**src/rtl/mux8_scan_sequencer.sv**
```systemverilog
`default_nettype none
// ============================================================================
// Module      : mux8_scan_sequencer
// Description : Scans the enabled channels of an external 8-way mux, waits for
//               the bus to settle and presents each sample on a valid/ready
//               port. The optional XOR frame checksum is built only when
//               SCAN_CHKSUM_EN is defined.
// Revision    : 1.0 - initial release
// ============================================================================
module mux8_scan_sequencer #(
    parameter int DATA_W        = 16,
    parameter int SETTLE_CYCLES = 1
) (
    input  logic              clk,
    input  logic              rst_n,
    input  logic              start,
    input  logic              cont,
    input  logic              stop,
    input  logic [7:0]        ch_mask,
    input  logic [DATA_W-1:0] mux_o,
    output logic              S1,
    output logic              S2,
    output logic              S3,
    output logic [DATA_W-1:0] data_out,
    output logic [2:0]        chan_out,
    output logic              out_valid,
    input  logic              out_ready,
    output logic              busy,
    output logic              done
`ifdef SCAN_CHKSUM_EN
    ,
    output logic [DATA_W-1:0] chksum,
    output logic              chksum_valid
`endif
);

    localparam int CNT_W = (SETTLE_CYCLES > 1) ? $clog2(SETTLE_CYCLES) : 1;
    localparam logic [CNT_W-1:0] CNT_LAST = CNT_W'(SETTLE_CYCLES - 1);

    typedef enum logic [1:0] {
        ST_IDLE   = 2'd0,
        ST_SETTLE = 2'd1,
        ST_HOLD   = 2'd2
    } state_t;

    state_t            state_q;
    logic [2:0]        sel_q;
    logic [CNT_W-1:0]  cnt_q;
    logic [7:0]        mask_q;
    logic              cont_q;
    logic [DATA_W-1:0] data_q;
    logic [2:0]        chan_q;
    logic              valid_q;
    logic              busy_q;
    logic              done_q;

    // Result is {found, channel}: lowest enabled channel numbered >= from.
    function automatic logic [3:0] find_from(input logic [7:0] mask, input int from);
        logic [3:0] r;
        r = 4'b0;
        for (int i = 7; i >= 0; i--) begin
            if (mask[i] && (i >= from)) begin
                r = {1'b1, 3'(i)};
            end
        end
        return r;
    endfunction

    logic [3:0] w_start_first;
    logic [3:0] w_wrap_first;
    logic [3:0] w_next;
    logic       w_hs;
    logic       cont_d;

    assign w_start_first = find_from(ch_mask, 0);
    assign w_wrap_first  = find_from(mask_q, 0);
    assign w_next        = find_from(mask_q, int'(sel_q) + 1);
    assign w_hs          = (state_q == ST_HOLD) && valid_q && out_ready;
    // A stop arriving on the final handshake edge already prevents the wrap.
    assign cont_d        = cont_q && !stop;

    always_ff @(posedge clk) begin
        if (!rst_n) begin
            state_q <= ST_IDLE;
            sel_q   <= 3'd0;
            cnt_q   <= '0;
            mask_q  <= 8'd0;
            cont_q  <= 1'b0;
            data_q  <= '0;
            chan_q  <= 3'd0;
            valid_q <= 1'b0;
            busy_q  <= 1'b0;
            done_q  <= 1'b0;
        end else begin
            done_q <= 1'b0;
            if (stop) begin
                cont_q <= 1'b0;
            end
            case (state_q)
                ST_IDLE: begin
                    if (start) begin
                        mask_q <= ch_mask;
                        cont_q <= cont && !stop;
                        if (!w_start_first[3]) begin
                            done_q <= 1'b1;
                        end else begin
                            sel_q   <= w_start_first[2:0];
                            cnt_q   <= '0;
                            busy_q  <= 1'b1;
                            state_q <= ST_SETTLE;
                        end
                    end
                end
                ST_SETTLE: begin
                    if (cnt_q == CNT_LAST) begin
                        data_q  <= mux_o;
                        chan_q  <= sel_q;
                        valid_q <= 1'b1;
                        state_q <= ST_HOLD;
                    end else begin
                        cnt_q <= cnt_q + CNT_W'(1);
                    end
                end
                ST_HOLD: begin
                    if (w_hs) begin
                        valid_q <= 1'b0;
                        if (w_next[3]) begin
                            sel_q   <= w_next[2:0];
                            cnt_q   <= '0;
                            state_q <= ST_SETTLE;
                        end else if (cont_d) begin
                            sel_q   <= w_wrap_first[2:0];
                            cnt_q   <= '0;
                            state_q <= ST_SETTLE;
                        end else begin
                            done_q  <= 1'b1;
                            busy_q  <= 1'b0;
                            state_q <= ST_IDLE;
                        end
                    end
                end
                default: begin
                    state_q <= ST_IDLE;
                    busy_q  <= 1'b0;
                    valid_q <= 1'b0;
                end
            endcase
        end
    end

    assign {S3, S2, S1} = sel_q;
    assign data_out     = data_q;
    assign chan_out     = chan_q;
    assign out_valid    = valid_q;
    assign busy         = busy_q;
    assign done         = done_q;

`ifdef SCAN_CHKSUM_EN
    logic [DATA_W-1:0] acc_q;
    logic [DATA_W-1:0] acc_d;
    logic [DATA_W-1:0] chksum_q;
    logic              chksum_valid_q;

    assign acc_d = acc_q ^ data_q;

    always_ff @(posedge clk) begin
        if (!rst_n) begin
            acc_q          <= '0;
            chksum_q       <= '0;
            chksum_valid_q <= 1'b0;
        end else begin
            chksum_valid_q <= 1'b0;
            if (w_hs) begin
                if (!w_next[3]) begin
                    chksum_q       <= acc_d;
                    chksum_valid_q <= 1'b1;
                    acc_q          <= '0;
                end else begin
                    acc_q <= acc_d;
                end
            end
        end
    end

    assign chksum       = chksum_q;
    assign chksum_valid = chksum_valid_q;
`endif

endmodule
`default_nettype wire

```
**config.mk**
```make
export PLATFORM = sky130hd
export DESIGN_NAME = mux8_scan_sequencer
export DESIGN_NICKNAME = d
export VERILOG_FILES = /design/src/rtl/mux8_scan_sequencer.sv
export SDC_FILE = /design/constraint.sdc
export NUM_CORES = 1
export LEC_CHECK = 0
export ABC_CLOCK_PERIOD_IN_PS = 5100
export BUFFER_PORTS_ARGS = -buffer_cell sky130_fd_sc_hd__buf_2
export CORE_MARGIN = 4
export CORE_UTILIZATION = 55
export CTS_CLUSTER_SIZE = 10
export DETAILED_ROUTE_END_ITERATION = 8
export GPL_TIMING_DRIVEN = 1
export PLACE_DENSITY = 0.95
export SLEW_MARGIN = 10
export SYNTH_ARGS = -nofsm -noshare
export SYNTH_HDL_FRONTEND = slang
export SYNTH_SLANG_ARGS = --single-unit
```
**constraint.sdc**
```tcl
create_clock -name clk -period 5.1 [get_ports clk]
set_input_delay 1.02 -clock clk [delete_from_list [all_inputs] [get_ports clk]]
set_output_delay 1.02 -clock clk [all_outputs]
set_load 0.02 [all_outputs]
```
* After elaboration in Yosys (flattened, before gate mapping) *
Cells that the tools add are included.

word-level totals
  register bits = 37
  logic and storage cells = 117

cells by class
  add/sub/neg operators = 2
  order comparisons = 8
  equal/unequal tests = 9
  muxes and demuxes = 62
  bitwise logic cells = 3
  reductions and logical operators = 23

operator list
  cell                 number
  $mux 4               16
  $mux 3               13
  $mux 1               23
  $ge 3x4->1 const A   4
  $logic_and 1x1->1    12
  $ne 2x2->1 const B   6
  $reduce_and 5->1     2
  $pmux 1 s3           3
  $ge 1x4->1 const A   2
  $ge 2x4->1 const A   2
  $mux 2               4
  $pmux 2 s3           1
  $pmux 3 s2           1
  $reduce_and 6->1     1
  $add 3x1->4 const B  1
  $reduce_and 2->1     2
  $reduce_and 4->1     1
  $ne 3x3->1 const B   1
  $not 1->1            3
  $reduce_and 3->1     1
  $reduce_bool 3->1    1
  $eq 2x1->1 const B   1
  $eq 2x2->1 const B   1
  $logic_not 2->1      1
  4 further kinds      4

* Depth between registers and ports, before layout *
Gate-level depths: netlist of the first run.

  depth in word-level cells = 14
  gate-level depth with buffers = 8

* Worst setup path before layout of the first run *
No wires, ideal clock.

  path type = register -> register
  start = reg sel_q[0]
  end = reg sel_q[0]
  data arrival time = 2.141 ns
  data required time = 4.967 ns
  setup slack = 2.826 ns
  cell stages (with the launch flop) = 9
  path buffers = 0
  clock period less this slack = 2.274 ns
  cells stage by stage = dfxtp_1 -> inv_1 -> ha_1 -> a2bb2oi_1 -> o221ai_2 -> o21ai_1 -> a22o_1 -> a2111oi_2 -> o41ai_2

on the way
  longest elaborated chain between the ends = 14

ends and longest elaborated chain
  item                    line  source
  start, declared         47    logic [2:0] sel_q;
  start signal, assigned  107   sel_q <= w_start_first[2:0];
  start signal, assigned  128   sel_q <= w_next[2:0];
  start signal, assigned  132   sel_q <= w_wrap_first[2:0];
  $add 3x1->4 (*)         77    assign w_next = find_from(mask_q, int'(sel_q) + 1);
  $ge 3x4->1              62    if (mask[i] && (i >= from)) begin
  $logic_and 1x1->1       62
  $mux 4 (7 in a row)     62
  $mux 4 (*)              62
  $mux 3                  127   if (w_next[3]) begin
  $mux 3                  125   if (w_hs) begin
  $pmux 3 s2              99    case (state_q)

Every way passes the cells marked *; elsewhere a longest branch is shown, timed or not. The select of a mux whose other input is x is not followed.
A chain may end at the register's enable or synchronous reset.

* Worst setup path in the final report of the first run *
Same ends and word-level chain as after synthesis.

==> results of run 1 <==
cell families after synthesis:
| family | count (synthesis) | share of synthesized area (%) |
|---|---|---|
| simple gates | 95 | 23.6 |
| compound gates | 61 | 25.3 |
| flops | 36 | 39.8 |
| buf+inv | 21 | 4.84 |
| mux | 7 | 3.87 |
| fa+ha+maj | 3 | 2.07 |
| xor+xnor | 1 | 0.484 |
routing by layer:
| metal | wire (µm) | global-route usage, % | vias up |
|---|---|---|---|
| li1 | - | - | 877 |
| met2 | 1990 | 33.6 | 60 |
| met5 | 0 | 0 | - |
| met3 | 246 | 5.81 | 10 |
| met4 | 86 | 7.77 | 0 |
| met1 | 1840 | 26.8 | 799 |
cells in the final DEF (no fill, tap or decap), types with 2 or more instances in the layout:
cell and n:
a21o_2 2, o41ai_2 2, nor2b_1 3, nand2_1 43, dfxtp_1 36, nor2_1 20
nand3_1 6, o21bai_1 2, clkbuf_4 5, mux2i_1 7, or4_1 2, a21oi_1 30
o21ai_0 5, inv_1 10, o211a_1 2, and3_1 2, buf_2 54, ha_1 3
o21ai_1 2, nor3_1 8, a221oi_1 2, nand2b_1 6
cell usage after synthesis (3+ instances only):
library cell,instances,area [µm²]
a21oi_1,30,150
clkbuf_1,9,33.8
dfxtp_1,36,721
ha_1,3,37.5
inv_1,10,37.5
mux2i_1,7,70.1
nand2_1,43,161
nand2b_1,6,37.5
nand3_1,6,30.0
nor2_1,20,75.1
nor2b_1,3,18.8
nor3_1,8,40.0
o21ai_0,5,25.0
layout make-up:
class                      instances  area [µm²]
timing repair buffer              55         278
fill                             270         928
sequential                        36         721
clock buffer                       6        41.3
clock inverter                     2        35.0
tap                               44        55.1
inverter                          10        37.5
multi-input combinational        167        1010
stage by stage:
| step | instance area [µm²] | hold WS [ps] |
|---|---|---|
| after global placement | 2100 | 439 |
| final | 2170 | 457 |
| after detailed placement | 2100 | 446 |
| after CTS | 2170 | 462 |
| after floorplan | 1810 | 496 |
| after global routing | 2170 | 480 |
power by group through the flow:
stage / clock, mW / combinational [mW] / sequential [mW]
6_report: 0.196 / 0.151 / 0.321
5_1_grt: 0.218 / 0.167 / 0.325
4_1_cts: 0.202 / 0.150 / 0.321
3_5_place_dp: 0 / 0.149 / 0.327
3_3_place_gp: 0 / 0.147 / 0.326
2_1_floorplan: 0 / 0.100 / 0.334
worst paths after layout:
kind,end,slack (ps),cells past startpoint,startpoint
hold reg to reg,data_out[8],460,2,data_out[8]
setup / recovery,sel_q[0],2690,8,sel_q[0]
hold / removal,data_out[8],460,2,data_out[8]
setup reg to reg,sel_q[0],2690,8,sel_q[0]
sequential cells by signal, summed over array words and instances, names as in the netlist:
| name | flops |
|---|---|
| cont_q | 1 |
| sel_q | 3 |
| out_valid | 1 |
| busy | 1 |
| mask_q | 8 |
| state_q | 2 |
| done | 1 |
| chan_out | 3 |
| data_out | 16 |
worst min-delay path, stage by stage (launching register included):
cell and delay, ps:
dfxtp_1 320, nand2_1 50, a21oi_1 50
==> results.md, run 1 <==
- Pin count of the biggest net entering global routing: 33
- Final Hold Viols: 0
- Vias per cell: around 5.5
- VDD IR-drop max: 199 µV
- Fin. max-slew vios: 0
- Placed insts: 312
- Worst Path Buf+Inv: 1
- Net Sw Frac: 30.8%
- Clk_lat worst skew: ~340 ps
- Drc violations: 0
- RSZ-0062 raised after global routing: false
- Leakage power: 0.967 nW
- Cell count after synthesis: 224
- F_max: 414 MHz
- Post-DP HPWL: 3070 µm
- Die height: 65.4 µm
- Comb pwr share: 22.6%
- PwrDens: 307 mW/mm²
- Slowest stage delay, CP: 530 ps
- Critical path type: reg2reg
- Initial antenna violation count: 0
- Internal: 0.462 mW
- Pre-CTS setup slack: 2600 ps
- Post-layout minimum cycle time: 2410 ps
- Clock power frac: between 20% and 30%
- Fraction of layout cells with a size suffix above 1: 27.5%
- DR pass1 iterations: 4
- Setup violators final: 0
- Pwr Total: 0.668 mW
- # resized after CTS: 0
- GPL Wtd Cong: 0.884
- CP Max Fanout: 9
- Initial DRC Count: 103
- Crit start category: flop
- Yosys cell types: 43
- Post-Synthesis Cell Area: ~0.0018 mm²
- Syn_nets: about 260
- Hold Buf Count CTS: 0
- Final core occ: 70.1%
- Worst setup EP type: flop
- Sequential power share: 48.1%
- Die width: between 60 and 70 µm
- Top FF cell, synth: dfxtp_1
- Clock transition at path regs: 110 ps
- Cell Rows: 20
- CTS root buf: clkbuf_4
- Congestion Overflow GR: 0
- Total GRT Usage: 21.0%
- Setup Skew: about 5.4 ps
- I/O pin total: between 50 and 60
- H-tree levels: 2
- Seq/Total Area, Yosys: 39.8%
- Post-synth EDFFs: 0
- Total CTS buffers: 5
- Via count: 1746
- CTS tree: built
- First-pass GRT wire length: around 7000 µm
- Setup TNS: 0 ps
- Required @ worst endpoint: 5330 ps
- Number of global-route vias before repair: 1609
- CTS Buffer Depth: 2
- Hold crit path type: reg2reg
- CORE AREA: 0.00310 mm²
- Final Cycle Share: a little under half
- Clk sinks: 36
- Critical path data arrival time: ~2600 ps
- Slew margin rel.: approximately 36%
- Ys async rst share: 0%
- Antenna cell count: 0
- Final ANT Viol Nets: 0
- Routed wire per std cell: 13.0 µm
- Status: complete, no violations
- Syn_area_per_cell: 8.08 µm²
- P&R area growth vs syn: 20.1%
- FF+latch count, synth: 36
- I/O Buffers: 54
- CP max stage cell: dfxtp_1
- Setup Buffers After CTS: 0
- Sequence of cells on the critical path: inv_1 > ha_1 > a2bb2oi_1 > o221ai_2 > o21ai_1 > a22o_1 > a2111oi_2 > o41ai_2
- Final #Nets: between 300 and 400
- Fin cells: 320
- Starting density of the core: 58.3%
- Final wirelength: 4170 µm
- PnR worst setup slack: 2690 ps
- Max-cap viol count: 0
- Warnings, synthesis: 0
- Slew @ Worst Pin: 955 ps
- Die area: about 0.0043 mm²
- Critical path's top delay family: compound AO/OA/AOI/OAI gates
- Switching Power: between 0.2 and 0.25 mW
(Power assumes the default switching activity.)
==> run 2, diff against run 1 <==
--- a/config.mk
+++ b/config.mk
@@ -5,14 +5,15 @@
 export SDC_FILE = /design/constraint.sdc
 export NUM_CORES = 1
 export LEC_CHECK = 0
-export ABC_CLOCK_PERIOD_IN_PS = 5100
+export ABC_AREA = 1
+export ABC_CLOCK_PERIOD_IN_PS = 2060
 export BUFFER_PORTS_ARGS = -buffer_cell sky130_fd_sc_hd__buf_2
 export CORE_MARGIN = 4
-export CORE_UTILIZATION = 55
+export CORE_UTILIZATION = 45
 export CTS_CLUSTER_SIZE = 10
 export DETAILED_ROUTE_END_ITERATION = 8
 export GPL_TIMING_DRIVEN = 1
-export PLACE_DENSITY = 0.95
+export PLACE_DENSITY = 0.86
 export SLEW_MARGIN = 10
 export SYNTH_ARGS = -nofsm -noshare
 export SYNTH_HDL_FRONTEND = slang
==> constraint.sdc (replaced) <==
create_clock -name clk -period 2.06 [get_ports clk]
set_input_delay 0.412 -clock clk [delete_from_list [all_inputs] [get_ports clk]]
set_output_delay 0.412 -clock clk [all_outputs]
set_load 0.02 [all_outputs]
==> results.md, run 2 <==
- Seq/Total Area, Yosys: 41.7%
- Area of the multi-input gates: around 870 µm²
- Commonest cells post-synth: 48 x nor2_1, 36 x dfxtp_1, 35 x o21ai_0, 34 x nand2_1, 27 x inv_1
- Reg-to-reg slack, setup: 100 ps
- Syn_nets: 284
- Post-synth EDFFs: 0
- Switching Power: 0.610 mW
- Required @ worst endpoint: around 2300 ps
- P&R area growth vs syn: 24.5%
- Crit path from: sel_q[1]
- CTS tree: built
- Clock power frac: 29.2%
- PwrDens: ~840 mW/mm²
- I/O Buffers: 54
- Setup TNS: 0 ps
- Total GRT Usage: 18.3%
- Routed wire per std cell: 12.2 µm
- Top FF cell, synth: dfxtp_1
- Xor/xnor cell area share of the yosys netlist: 0%
- Reg2reg end: sel_q[0]
- RSZ-0062 raised after global routing: false
- Crit start category: flop
- Status: complete, no violations
- Largest family of logic cells by synthesized area: simple AND/OR/NAND/NOR gates
- Clk_lat worst skew: 290 ps
- Filler Cells Inserted: 354
- Vias per cell: 4.98
- Leakage power: 1.11 nW
- Hold Buf Count CTS: 0
- VDD IR-drop max: 676 µV
- Via count: about 1800
- # resized after CTS: 0
- CTS root buf: clkbuf_8
- H-tree levels: 2
- Post-synth top area share: 41.7%
- Comb pwr share: about a quarter
- Final Cycle Share: 95.2%
- Die height: between 60 and 70 µm
- Number of global-route vias before repair: 1722
- Sequential power share: approximately 45%
- Worst setup EP type: flop
- FF+latch count, synth: 36
- Max FFs per register: 16
- Yosys top cell by area: dfxtp_1
- Hold crit path type: in2reg
- Setup violators final: 0
- Internal: 1.20 mW
- DR pass1 iterations: 5
- Post-synthesis compound-gate area fraction: 19.8%
- Placed insts: 349
- Slew margin rel.: 70.8%
- F_max: 510 MHz
- Initial antenna violation count: 0
- Critical path type: reg2reg
- Hold slack final: 336 ps
- Die area: 0.00490 mm²
- First-pass GRT wire length: 7420 µm
- Met1 wire length: approximately 1900 µm
- Post-layout minimum cycle time: 1960 ps
- Fin cells: 357
- Cell count after synthesis: 251
- Final instance area: 0.00215 mm²
- I/O pin total: 55
- Post-Synthesis Cell Area: 0.00173 mm²
- GPL Wtd Cong: about 0.93
- Clock transition at path regs: roughly 70 ps
- Placed cell area: 0.00205 mm²
- Worst r2r path cells: 13
- Initial DRC Count: 106
- Setup crit end: sel_q[0]
- Syn_area_per_cell: 6.88 µm²
- Count leader, synth: nor2_1
- Max Used Layer: met4
- Final ANT Viol Nets: 0
- Total CTS buffers: 5
- Antenna cell count: 0
- Final wirelength: 4340 µm
- Max-cap viol count: 0
- Fraction of layout cells with a size suffix above 1: 25.9%
- Congestion Overflow GR: 0
- Area contributors post-synth: dfxtp_1 42%, nor2_1 10%, o21ai_0 10%, nand2_1 7.4%, a21oi_1 6.1%
- Drc violations: 0
- Post-synthesis mux area share: 0%
- CORE AREA: between 0.003 and 0.004 mm²
- CP Max Fanout: 5
- Most frequent cells in the layout: 54 x buf_2, 48 x nor2_1, 35 x dfxtp_1
- Clk sinks: 36
- Post-DP HPWL: 3250 µm
- Post-synthesis adder-cell area fraction: 2.17%
- Pin count of the biggest net entering global routing: 33
- Slew @ Worst Pin: 438 ps
- Cell Rows: 22
- Die width: between 60 and 70 µm
- Ys async rst share: 0%
- Sequential cell area: 722 µm²
- Critical path data arrival time: 2190 ps
- Final Hold Viols: 0
- CTS Buffer Depth: 2
- Setup Buffers After CTS: 0
- Fin. max-slew vios: 0
- Simple-gate area share of the yosys netlist: 28.2%
- Warnings, synthesis: 0
- Yosys cell types: 27
- Reg2reg start: sel_q[1]
- Starting density of the core: 46.8%
- Most common cell after layout, fill and taps aside: buf_2
- Met2 routed WL: 2050 µm
- Final #Nets: 341
- WL met3: ~330 µm
- Net Sw Frac: 33.7%
- Setup Skew: between 3 and 4 ps
[run 2: changes by cell type after synthesis, sizes merged, moves of 3 or more]
cell	delta
nand3	+9
clkbuf	-3
nor2	+29
o21ai	+30
nand2b	-6
nor3	-7
a21oi	-8
nand2	-3
inv	+18
mux2i	-7
nor2b	-3
[run 2: kinds of logic after synthesis]
logic type               after synthesis
AND/OR/NAND/NOR                      110
AO/OA/AOI/OAI                         65
buffers and inverters                 37
flip-flops                            36
adder cells (fa/ha/maj)                3
[run 2: layer usage]
layer  vias up  global-route usage (%)
met5         -                       0
met4         0                    6.38
met3         8                    5.18
met2        62                    31.0
met1       777                    22.1
li1        931                       -
[run 2: worst min-delay path by stage]
| stage | start | to | depth (start not counted) |
|---|---|---|---|
| finish | mux_o[4] | data_out[4] | 3 |
| global route | mux_o[10] | data_out[10] | 3 |
| CTS | mux_o[14] | data_out[14] | 3 |
| detailed placement | busy | busy | 2 |
| global placement | busy | busy | 2 |
| floorplan | mask_q[7] | mask_q[7] | 2 |
[run 2: critical path: stages, from the launching register on]
cell and delay [ps]:
dfxtp_1 450, inv_1 120, ha_1 210, nor2_1 130, nand3_1 100, nand2_2 80
nand2_2 70, nor2_4 140, nand2_1 70, nor2_1 140, o21ai_1 110, nand2_1 90
nand2_1 70, a21oi_2 110
[run 2: layout make-up]
cell class / instances / share of cell area, %
flip-flops and latches: 36 / 33.5
clock buffers: 7 / 4.01
multi-input cells: 178 / 40.4
inverters: 30 / 5.29
repair buffers: 57 / 13.6
well taps: 48 / 2.79
clock inverters: 1 / 0.349
[run 2: through the flow]
step	utilization (%)	power, mW	worst slack, ps
2_1_floorplan	-	1.14	193
3_3_place_gp	55.7	1.28	207
3_5_place_dp	55.7	1.29	152
4_1_cts	58.2	1.81	134
5_1_grt	58.3	1.90	8.42
6_report	58.3	1.81	97.9
[run 2: power by group through the flow]
stage / sequential [mW] / combinational (mW) / clock [mW]
3_3_place_gp: 0.827 / 0.452 / 0
2_1_floorplan: 0.875 / 0.265 / 0
4_1_cts: 0.813 / 0.464 / 0.532
5_1_grt: 0.823 / 0.525 / 0.556
3_5_place_dp: 0.827 / 0.459 / 0
6_report: 0.815 / 0.467 / 0.529
==> run 3, diff against run 2 <==
--- a/config.mk
+++ b/config.mk
@@ -5,15 +5,14 @@
 export SDC_FILE = /design/constraint.sdc
 export NUM_CORES = 1
 export LEC_CHECK = 0
-export ABC_AREA = 1
 export ABC_CLOCK_PERIOD_IN_PS = 2060
 export BUFFER_PORTS_ARGS = -buffer_cell sky130_fd_sc_hd__buf_2
 export CORE_MARGIN = 4
-export CORE_UTILIZATION = 45
+export CORE_UTILIZATION = 46
 export CTS_CLUSTER_SIZE = 10
 export DETAILED_ROUTE_END_ITERATION = 8
 export GPL_TIMING_DRIVEN = 1
-export PLACE_DENSITY = 0.86
+export PLACE_DENSITY = 0.87
 export SLEW_MARGIN = 10
 export SYNTH_ARGS = -nofsm -noshare
 export SYNTH_HDL_FRONTEND = slang
==> results.md, run 3 (synthesis results as in run 1) <==
- Status: complete, no violations
- Fraction of layout cells with a size suffix above 1: 34.8%
- Final wirelength: 4870 µm
- Comb pwr share: 26.9%
- Slew margin rel.: 53.2%
- Starting density of the core: 48.4%
- I/O pin total: 55
- Final ANT Viol Nets: 0
- Via count: 1805
- Max FFs per register: 16
- Vias per cell: 5.39
- Final Hold Viols: 0
- Congestion Overflow GR: 0
- Internal: 1.18 mW
- Clk sinks: 36
- Slew @ Worst Pin: 703 ps
- Die width: 70.7 µm
- Clock power frac: 27.7%
- Most common cell after layout, fill and taps aside: buf_2
- Die height: a little over 70 µm
- Cell Rows: 22
- Setup violators final: 0
- Total GRT Usage: 19.8%
- Final core occ: between 60 and 70%
- Reg-to-reg slack, setup: around 34 ps
- Final #Nets: 319
- CTS tree: built
- Placed cell area: 0.00215 mm²
- Worst setup EP type: flop
- Routed wire per std cell: 14.5 µm
- Filler Cells Inserted: 311
- Max-cap viol count: 0
- PwrDens: 732 mW/mm²
- Net Sw Frac: 32.9%
- Total CTS buffers: 5
- Antenna cell count: 0
- Hold Path Depth: 2
- Final instance area: 0.00241 mm²
- GPL Wtd Cong: 0.884
- Pin count of the biggest net entering global routing: 20
- Leakage power: 1.05 nW
- Initial antenna violation count: 0
- HP Start: stop
- Placed insts: approximately 320
- P&R area growth vs syn: 33.1%
- RSZ-0062 raised after global routing: true
- Sequential power share: between 40 and 50%
- Die area: 0.00500 mm²
- Number of global-route vias before repair: 1712
- H-tree levels: 2
- Reg2reg start: sel_q[1]
- CTS Buffer Depth: 2
- Clock transition at path regs: 70 ps
- Clk_lat worst skew: 290 ps
- F_max: 494 MHz
- Initial DRC Count: 106
- Critical path data arrival time: 2220 ps
- Pre-CTS setup slack: -57.4 ps
- Fin. max-slew vios: 0
- Reg2reg end: sel_q[0]
- VDD IR-drop max: 544 µV
- Crit path from: sel_q[1]
- Post-DP HPWL: 3370 µm
- CP Max Fanout: 6
- Switching Power: between 0.5 and 0.6 mW
- Final Cycle Share: 98.4%
- Fin cells: 335
- Required @ worst endpoint: 2250 ps
- I/O Buffers: 54
- Worst r2r path cells: 7
- First-pass GRT wire length: 7940 µm
- Critical path type: reg2reg
- Most frequent cells in the layout: 54 x buf_2, 42 x nand2_1, 33 x dfxtp_1
- Crit start category: flop
- Drc violations: 0
- Worst Hold Path EP: cont_q
- Post-layout minimum cycle time: 2030 ps
- CTS root buf: clkbuf_8
- PnR worst setup slack: ~34 ps
- DR pass1 iterations: 4
- CORE AREA: 0.00374 mm²
- Setup Skew: 5.61 ps
- Hold crit path type: in2reg
-- run 3: cell count changes in the layout (fill, tap and decap cells not counted), moves of 8 or more --
cell	previous run	this run
a21oi_1	21	30
inv_1	27	9
nand2_1	34	42
nor2_1	48	20
o21ai_0	34	5
-- run 3: worst max path at each step --
stage / depth (start not counted) / slack (ps) / endpoint
3_3_place_gp: 8 / 30 / sel_q[0]
4_1_cts: 7 / 30 / sel_q[0]
6_report: 7 / 30 / sel_q[0]
5_1_grt: 9 / -50 / sel_q[2]
2_1_floorplan: 8 / 10 / sel_q[0]
3_5_place_dp: 8 / -60 / sel_q[1]
-- run 3: power by group through the flow --
stage / clock, mW / sequential, mW / combinational (mW)
global placement: 0 / 0.806 / 0.380
detailed placement: 0 / 0.809 / 0.389
finish: 0.490 / 0.801 / 0.474
CTS: 0.502 / 0.795 / 0.421
floorplan: 0 / 0.827 / 0.248
global route: 0.541 / 0.810 / 0.516
-- run 3: repair_timing --
action                     in CTS  in global routing
resized for setup               8                 12
pin swaps                       4                  6
setup buffers                   2                  3
setup endpoints to repair       3                  3
gates cloned                    0                  0
hold buffers                    0                  0
-- run 3: cell type report --
class | instances | area (µm²) | share of cell area, %
clock buffers | 5 | 68.8 | 2.86
multi-input cells | 167 | 1120 | 46.4
repair buffers | 66 | 377 | 15.6
well taps | 48 | 60.1 | 2.49
flip-flops and latches | 36 | 729 | 30.3
inverters | 10 | 37.5 | 1.56
clock inverters | 3 | 18.8 | 0.779
-- run 3: stage by stage --
| step | hold WS [ps] | total power [mW] | TNS (ps) |
|---|---|---|---|
| floorplan | 491 | 1.07 | 0 |
| global placement | 440 | 1.19 | 0 |
| detailed placement | 445 | 1.20 | -139 |
| CTS | 288 | 1.72 | 0 |
| global route | 294 | 1.87 | -147 |
| finish | 294 | 1.76 | 0 |
-- run 3: worst max-delay path: stages, from the launching register on --
cell and delay, ps:
dfxtp_4 380, ha_4 190, xnor2_1 300, nor3_4 100, o211ai_4 280, nor2_4 100
o221a_1 270, o41ai_2 300
-- run 3: layer usage --
metal | part of all wire, % | global-route usage, % | vias up
li1 | - | - | 901
met1 | 41 | 24.5 | 838
met2 | 52 | 32.9 | 56
met3 | 5.3 | 4.83 | 10
met4 | 1.8 | 7.93 | 0
met5 | 0 | 0 | -
